--- src/rtl/nexys_starship_pkg.sv ---
// nexys_starship_pkg: shared global/lane state encodings and default timeout
package nexys_starship_pkg;
  typedef enum logic [2:0] {G_INIT = 3'b001, G_PLAY = 3'b010, G_OVER = 3'b100} game_t;
  typedef enum logic {EMPTY = 1'b0, FULL = 1'b1} lane_t;
  localparam int DEF_TIMEOUT = 6;
endpackage

--- src/rtl/nexys_starship_lane.sv ---
// nexys_starship_lane: one monster lane (EMPTY/FULL FSM plus saturating stay timer)
// Ports: timer_clk/Reset (async, active-high); run (global PLAY), freeze (hold this cycle),
// clear (force EMPTY, timer 0); spawn/kill requests; full, expire, kill_ok (kill accepted);
// warn (full and timer >= WARN_AT) exists only with NEXYS_STARSHIP_WARN_EN.
module nexys_starship_lane
  import nexys_starship_pkg::*;
#(
  parameter int TIMER_W = 8,
  parameter int TIMEOUT = DEF_TIMEOUT
`ifdef NEXYS_STARSHIP_WARN_EN
  , parameter int WARN_AT = 4
`endif
) (
  input  logic timer_clk,
  input  logic Reset,
  input  logic run,
  input  logic freeze,
  input  logic clear,
  input  logic spawn,
  input  logic kill,
  output logic full,
  output logic expire,
  output logic kill_ok
`ifdef NEXYS_STARSHIP_WARN_EN
  , output logic warn
`endif
);
  localparam logic [TIMER_W-1:0] TMAX = TIMER_W'(TIMEOUT);
  lane_t st, st_n;
  logic [TIMER_W-1:0] tm, tm_n;
  logic act;
  always_ff @(posedge timer_clk or posedge Reset)
    if (Reset) begin
      st <= EMPTY;
      tm <= '0;
    end else begin
      st <= st_n;
      tm <= tm_n;
    end
  always_comb begin
    act = run && !freeze;
    st_n = st;
    if (clear) st_n = EMPTY;
    else if (act && st == EMPTY && spawn) st_n = FULL;
    else if (act && st == FULL && kill) st_n = EMPTY;
    tm_n = (clear || (act && (st == EMPTY ? spawn : kill))) ? '0 :
           (act && st == FULL && tm != TMAX) ? tm + TIMER_W'(1) : tm;
  end
  assign full = st == FULL;
  assign expire = full && tm == TMAX;
  assign kill_ok = act && full && kill;
`ifdef NEXYS_STARSHIP_WARN_EN
  assign warn = full && tm >= TIMER_W'(WARN_AT);
`endif
endmodule

--- src/rtl/nexys_starship_lanes.sv ---
// nexys_starship_lanes: multi-lane monster controller with global INIT/PLAY/OVER game FSM
// Ports: timer_clk/Reset (async, active-high); play_flag, gameover_clr; spawn_req/kill per lane;
// lane_full, gameover, over_lane (lowest expired lane), kill_count (saturating), q_Init/q_Play/q_Over.
// Optional NEXYS_STARSHIP_WARN_EN adds parameter WARN_AT and output lane_warn.
module nexys_starship_lanes
  import nexys_starship_pkg::*;
#(
  parameter int NUM_LANES = 4,
  parameter int TIMER_W = 8,
  parameter int TIMEOUT = DEF_TIMEOUT,
  parameter int KCNT_W = 8,
`ifdef NEXYS_STARSHIP_WARN_EN
  parameter int WARN_AT = 4,
`endif
  localparam int OL_W = NUM_LANES > 1 ? $clog2(NUM_LANES) : 1
) (
  input  logic                 timer_clk,
  input  logic                 Reset,
  input  logic                 play_flag,
  input  logic                 gameover_clr,
  input  logic [NUM_LANES-1:0] spawn_req,
  input  logic [NUM_LANES-1:0] kill,
  output logic [NUM_LANES-1:0] lane_full,
`ifdef NEXYS_STARSHIP_WARN_EN
  output logic [NUM_LANES-1:0] lane_warn,
`endif
  output logic                 gameover,
  output logic [OL_W-1:0]      over_lane,
  output logic [KCNT_W-1:0]    kill_count,
  output logic                 q_Init,
  output logic                 q_Play,
  output logic                 q_Over
);
  localparam int SW = KCNT_W + $clog2(NUM_LANES + 1);
  localparam logic [KCNT_W-1:0] KMAX = '1;
  game_t st, st_n;
  logic [NUM_LANES-1:0] expire, kill_ok;
  logic any_exp;
  logic [OL_W-1:0] first;
  logic [SW-1:0] sum;
  logic [KCNT_W-1:0] kc_n;
`ifdef NEXYS_STARSHIP_WARN_EN
  logic [NUM_LANES-1:0] warn;
`endif
  for (genvar i = 0; i < NUM_LANES; i++) begin : g_lane
    nexys_starship_lane #(
      .TIMER_W(TIMER_W),
      .TIMEOUT(TIMEOUT)
`ifdef NEXYS_STARSHIP_WARN_EN
      , .WARN_AT(WARN_AT)
`endif
    ) u_lane (
      .timer_clk(timer_clk),
      .Reset(Reset),
      .run(q_Play),
      .freeze(any_exp),
      .clear(q_Init),
      .spawn(spawn_req[i]),
      .kill(kill[i]),
      .full(lane_full[i]),
      .expire(expire[i]),
      .kill_ok(kill_ok[i])
`ifdef NEXYS_STARSHIP_WARN_EN
      , .warn(warn[i])
`endif
    );
  end
  always_ff @(posedge timer_clk or posedge Reset)
    if (Reset) begin
      st <= G_INIT;
      over_lane <= '0;
      kill_count <= '0;
    end else begin
      st <= st_n;
      if (q_Play && any_exp) over_lane <= first;
      kill_count <= q_Init ? '0 : kc_n;
    end
  // An expiry freezes every lane for the cycle, so no kill is counted alongside it.
  always_comb begin
    any_exp = |expire;
    first = '0;
    for (int i = NUM_LANES - 1; i >= 0; i--) if (expire[i]) first = OL_W'(i);
    sum = SW'(kill_count);
    for (int i = 0; i < NUM_LANES; i++) sum = sum + SW'(kill_ok[i]);
    kc_n = sum > SW'(KMAX) ? KMAX : sum[KCNT_W-1:0];
    st_n = st;
    case (st)
      G_INIT: st_n = play_flag ? G_PLAY : G_INIT;
      G_PLAY: st_n = any_exp ? G_OVER : G_PLAY;
      G_OVER: st_n = gameover_clr ? G_INIT : G_OVER;
      default: st_n = G_INIT;
    endcase
  end
  assign q_Init = st[0];
  assign q_Play = st[1];
  assign q_Over = st[2];
  assign gameover = q_Over;
`ifdef NEXYS_STARSHIP_WARN_EN
  assign lane_warn = warn & {NUM_LANES{~q_Init}};
`endif
endmodule

--- config.mk ---
export PLATFORM = sky130hd
export DESIGN_NAME = nexys_starship_lanes
export DESIGN_NICKNAME = d
export VERILOG_FILES = /design/src/rtl/nexys_starship_pkg.sv /design/src/rtl/nexys_starship_lane.sv /design/src/rtl/nexys_starship_lanes.sv
export SDC_FILE = /design/constraint.sdc
export NUM_CORES = 1
export LEC_CHECK = 0
export BUFFER_PORTS_ARGS = -buffer_cell sky130_fd_sc_hd__buf_2
export CAP_MARGIN = 20
export CORE_UTILIZATION = 50
export DETAILED_ROUTE_END_ITERATION = 10
export PLACE_DENSITY = 0.69
export SYNTH_ARGS = -nofsm -noshare
export SYNTH_HDL_FRONTEND = slang
export SYNTH_SLANG_ARGS = --single-unit
--- constraint.sdc ---
create_clock -name timer_clk -period 3.8 [get_ports timer_clk]
set_input_delay 0.95 -clock timer_clk [delete_from_list [all_inputs] [get_ports timer_clk]]
set_output_delay 0.95 -clock timer_clk [all_outputs]
set_load 0.02 [all_outputs]
==> out/summary.txt <==
status: complete, no violations
Min-Delay Path Depth: 1
gr usage total: 24.5%
Power Density: 402 mW/mm^2
Post-CTS Setup Inserts: 0
commonest non-fill, non-tap cell in the layout: dfrtp_1
leakage: 1.39 nW
Final Hold Fails: 0
worst hold path class: register to register
largest net degree at the start of global routing: 50
post-synth net total: 359
setup TNS: 0 ns
Post-synth top flop: dfrtp_1
EDFF count, synth: 0
Seq pwr share: 46.9%
Final Setup Violations: 0
post-synthesis register bit count: 49
Worst Setup End Kind: register
post-CTS sizing: 0
First-pass DRT Iterations: 4
CTS sink cnt: 49
P_int: 0.000830 W
CTS tree: yes
hold slack: 0.508 ns
crit share post-route: 89.9%
Core Footprint: 0.00599 mm^2
first-pass GRT wire length: 12800 um
routed vias/inst: 6.64
port bufs: 29
VDD IR-drop max: 0.000429 V
reg2reg start: g_lane[1].u_lane.tm[0]
number of max-cap violations: 0
routed len/inst: 18.1 um
vias in the first global route: 2669
antenna violations before repair: 0
most frequent CP cell: fa_1
FFs w/ async S/R, synth: 100%
CTS Buffer Depth: 2
Max FO, Critical Path: 6
GP Congestion: 0.818
commonest cells after routing, fill and taps aside: dfrtp_1, buf_2, a21oi_1
dpl hpwl: 4860 um
critical path type: register to register
Post-DRT Antenna Nets: 0
total grt overflow: 0
fmax: 293 MHz
WHS Endpoint: g_lane[0].u_lane.tm[7]
WP data required: 4.02 ns
routed wire length: 7610 um
CTS Root Cell: clkbuf_8
worst-path cell chain: inv_1, ha_1, nor4b_1, nand2_1, o211ai_4, nor3_2, nand3_1, fa_1, fa_1, inv_1, fa_1, nand4_1, a21oi_1
Worst R2R Path Depth: 13
CTS H-tree depth: 2
hold_buf cts: 0
power consumption: 0.00135 W
slew margin rel.: 38.5%
clock share of power: 25.7%
Core Rows: 28
CTS clk-pin slew, worst paths: 0.10 ns
switching share of power: 38.6%
Max stage delay cell, worst path: fa_1
synthesized area per cell: 9.43 um^2
die span in x: 81.5 um
max-slew violations: 0
area delta synth->final: 6.34%
min Tclk post-route: 3.42 ns
RSZ-0062 raised after global routing: false
CTS buffer count: 5
Distinct cells, synth: 53
Die Span Y: 81.5 um
skew final: 0.00582 ns
switching pwr: 0.000522 W
# diodes: 0
DRC Markers: 0
FF-to-FF End: kill_count[1]
ratio of cells with drive above 1 in the final layout: 15.9%
dpl cells: 412
I/O pin cnt: 30
worst skew pair latency: 0.30 ns
reg2reg setup slack: 0.38 ns
CP arrival: 3.64 ns
Slew @ Worst Pin: 0.912 ns
Post-Syn Area: 0.00316 mm^2
vias: 2795
Mapped Cells: 335
die area: 0.00664 mm^2
synth warn: 0
HP Start: g_lane[0].u_lane.tm[7]
post-route insts no fill: 421
Worst setup SP type: register
Worst path max stage delay: 0.52 ns
Gate power share: 27.3%
DR iter-0 viols: 235
final-stage net count: 369
Initial Util: 52.7%
sequential fraction of the synthesis area: 38.9%
==> cell usage after synthesis (all sizes together), types with 2 or more instances <==
cell	n	area share [%]
or2	2	0.40
nor4b	5	1.4
clkbuf	8	0.95
and3	8	1.6
and4b	2	0.63
nand4	21	4.2
o311ai	3	0.83
ha	9	3.6
nor4bb	2	0.63
nand3	18	2.9
or4	13	3.2
a32o	6	1.9
nor2	6	0.71
xor2	3	0.83
a21oi	28	4.4
nor2b	2	0.40
o21ai	5	0.79
o31ai	12	2.9
buf	25	5.5
a311oi	7	1.9
nand4b	2	0.55
nor3b	2	0.48
a31o	3	0.83
nand2	24	2.9
dfrtp	48	38
nor4	5	0.99
and4	2	0.63
a41oi	6	1.7
nor3	10	1.7
fa	3	1.9
and2	3	0.59
o41ai	6	2.1
inv	16	1.9
a31oi	6	1.2
mux2i	4	1.3
==> state kept, by name, indices dropped and copies added (netlist names) <==
| signal | count |
|---|---|
| g_lane.u_lane.tm | 32 |
| kill_count | 8 |
| g_lane.u_lane.full | 4 |
| st | 3 |
| over_lane | 2 |
==> worst max-delay path by stage <==
| stage | from | endpoint | slack [ns] | cells past startpoint |
|---|---|---|---|---|
| after floorplan | g_lane[3].u_lane.tm[4] | kill_count[4] | 0.59 | 12 |
| after global routing | g_lane[2].u_lane.tm[0] | kill_count[0] | 0.09 | 13 |
| after detailed placement | g_lane[1].u_lane.tm[0] | kill_count[1] | 0.41 | 13 |
| after CTS | g_lane[1].u_lane.tm[0] | kill_count[1] | 0.40 | 13 |
| final | g_lane[1].u_lane.tm[0] | kill_count[1] | 0.38 | 13 |
| after global placement | g_lane[1].u_lane.tm[0] | kill_count[0] | 0.57 | 13 |
==> critical path, delay by kind of cell, from the launching register on <==
kind            cells  cell delay (ns)
fa+ha+maj           4             1.43
compound gates      2             0.34
flops               1             0.37
simple gates        5             1.03
buf+inv             2             0.16
==> layout make-up <==
| cell class | count | area (um^2) |
|---|---|---|
| Clock buffer | 7 | 96.3 |
| Clock inverter | 1 | 5.00 |
| Fill cell | 542 | 2630 |
| Inverter | 16 | 60.1 |
| Multi-Input combinational cell | 237 | 1670 |
| Sequential cell | 49 | 1230 |
| Tap cell | 75 | 93.8 |
| Timing Repair Buffer | 36 | 210 |
==> power by group through the flow <==
stage               registers, W  logic [W]  clock network (W)
floorplan               0.000591   0.000324                  0
global placement        0.000640   0.000363                  0
detailed placement      0.000642   0.000363                  0
CTS                     0.000632   0.000366           0.000354
global route            0.000643   0.000405           0.000367
finish                  0.000634   0.000370           0.000348
==> per-layer routing <==
| layer | global-route usage [%] | up-vias | routed length [um] |
|---|---|---|---|
| met5 | 0 | - | 0 |
| met4 | 6.43 | 0 | 76 |
| met3 | 4.11 | 6 | 390 |
| met2 | 39.8 | 89 | 3650 |
| met1 | 33.8 | 1389 | 3500 |
| li1 | - | 1311 | - |
==> per-stage QoR <==
stage / worst slack (ns) / utilization, % / instance area (um^2)
2_1_floorplan: 0.589 / - / 3160
3_3_place_gp: 0.567 / 54.1 / 3240
3_5_place_dp: 0.413 / 54.1 / 3240
4_1_cts: 0.404 / 55.7 / 3340
5_1_grt: 0.0929 / 56.1 / 3360
6_report: 0.384 / 56.1 / 3360
==> cells by family after synthesis <==
kind of cell,after synthesis,share of synthesized area [%]
compound gates,88,20.6
buf+inv,49,8.40
xor+xnor,4,1.11
flops,49,38.9
mux,5,1.62
simple gates,128,24.0
fa+ha+maj,12,5.47
Note: power is estimated with default switching activity, not from simulation.
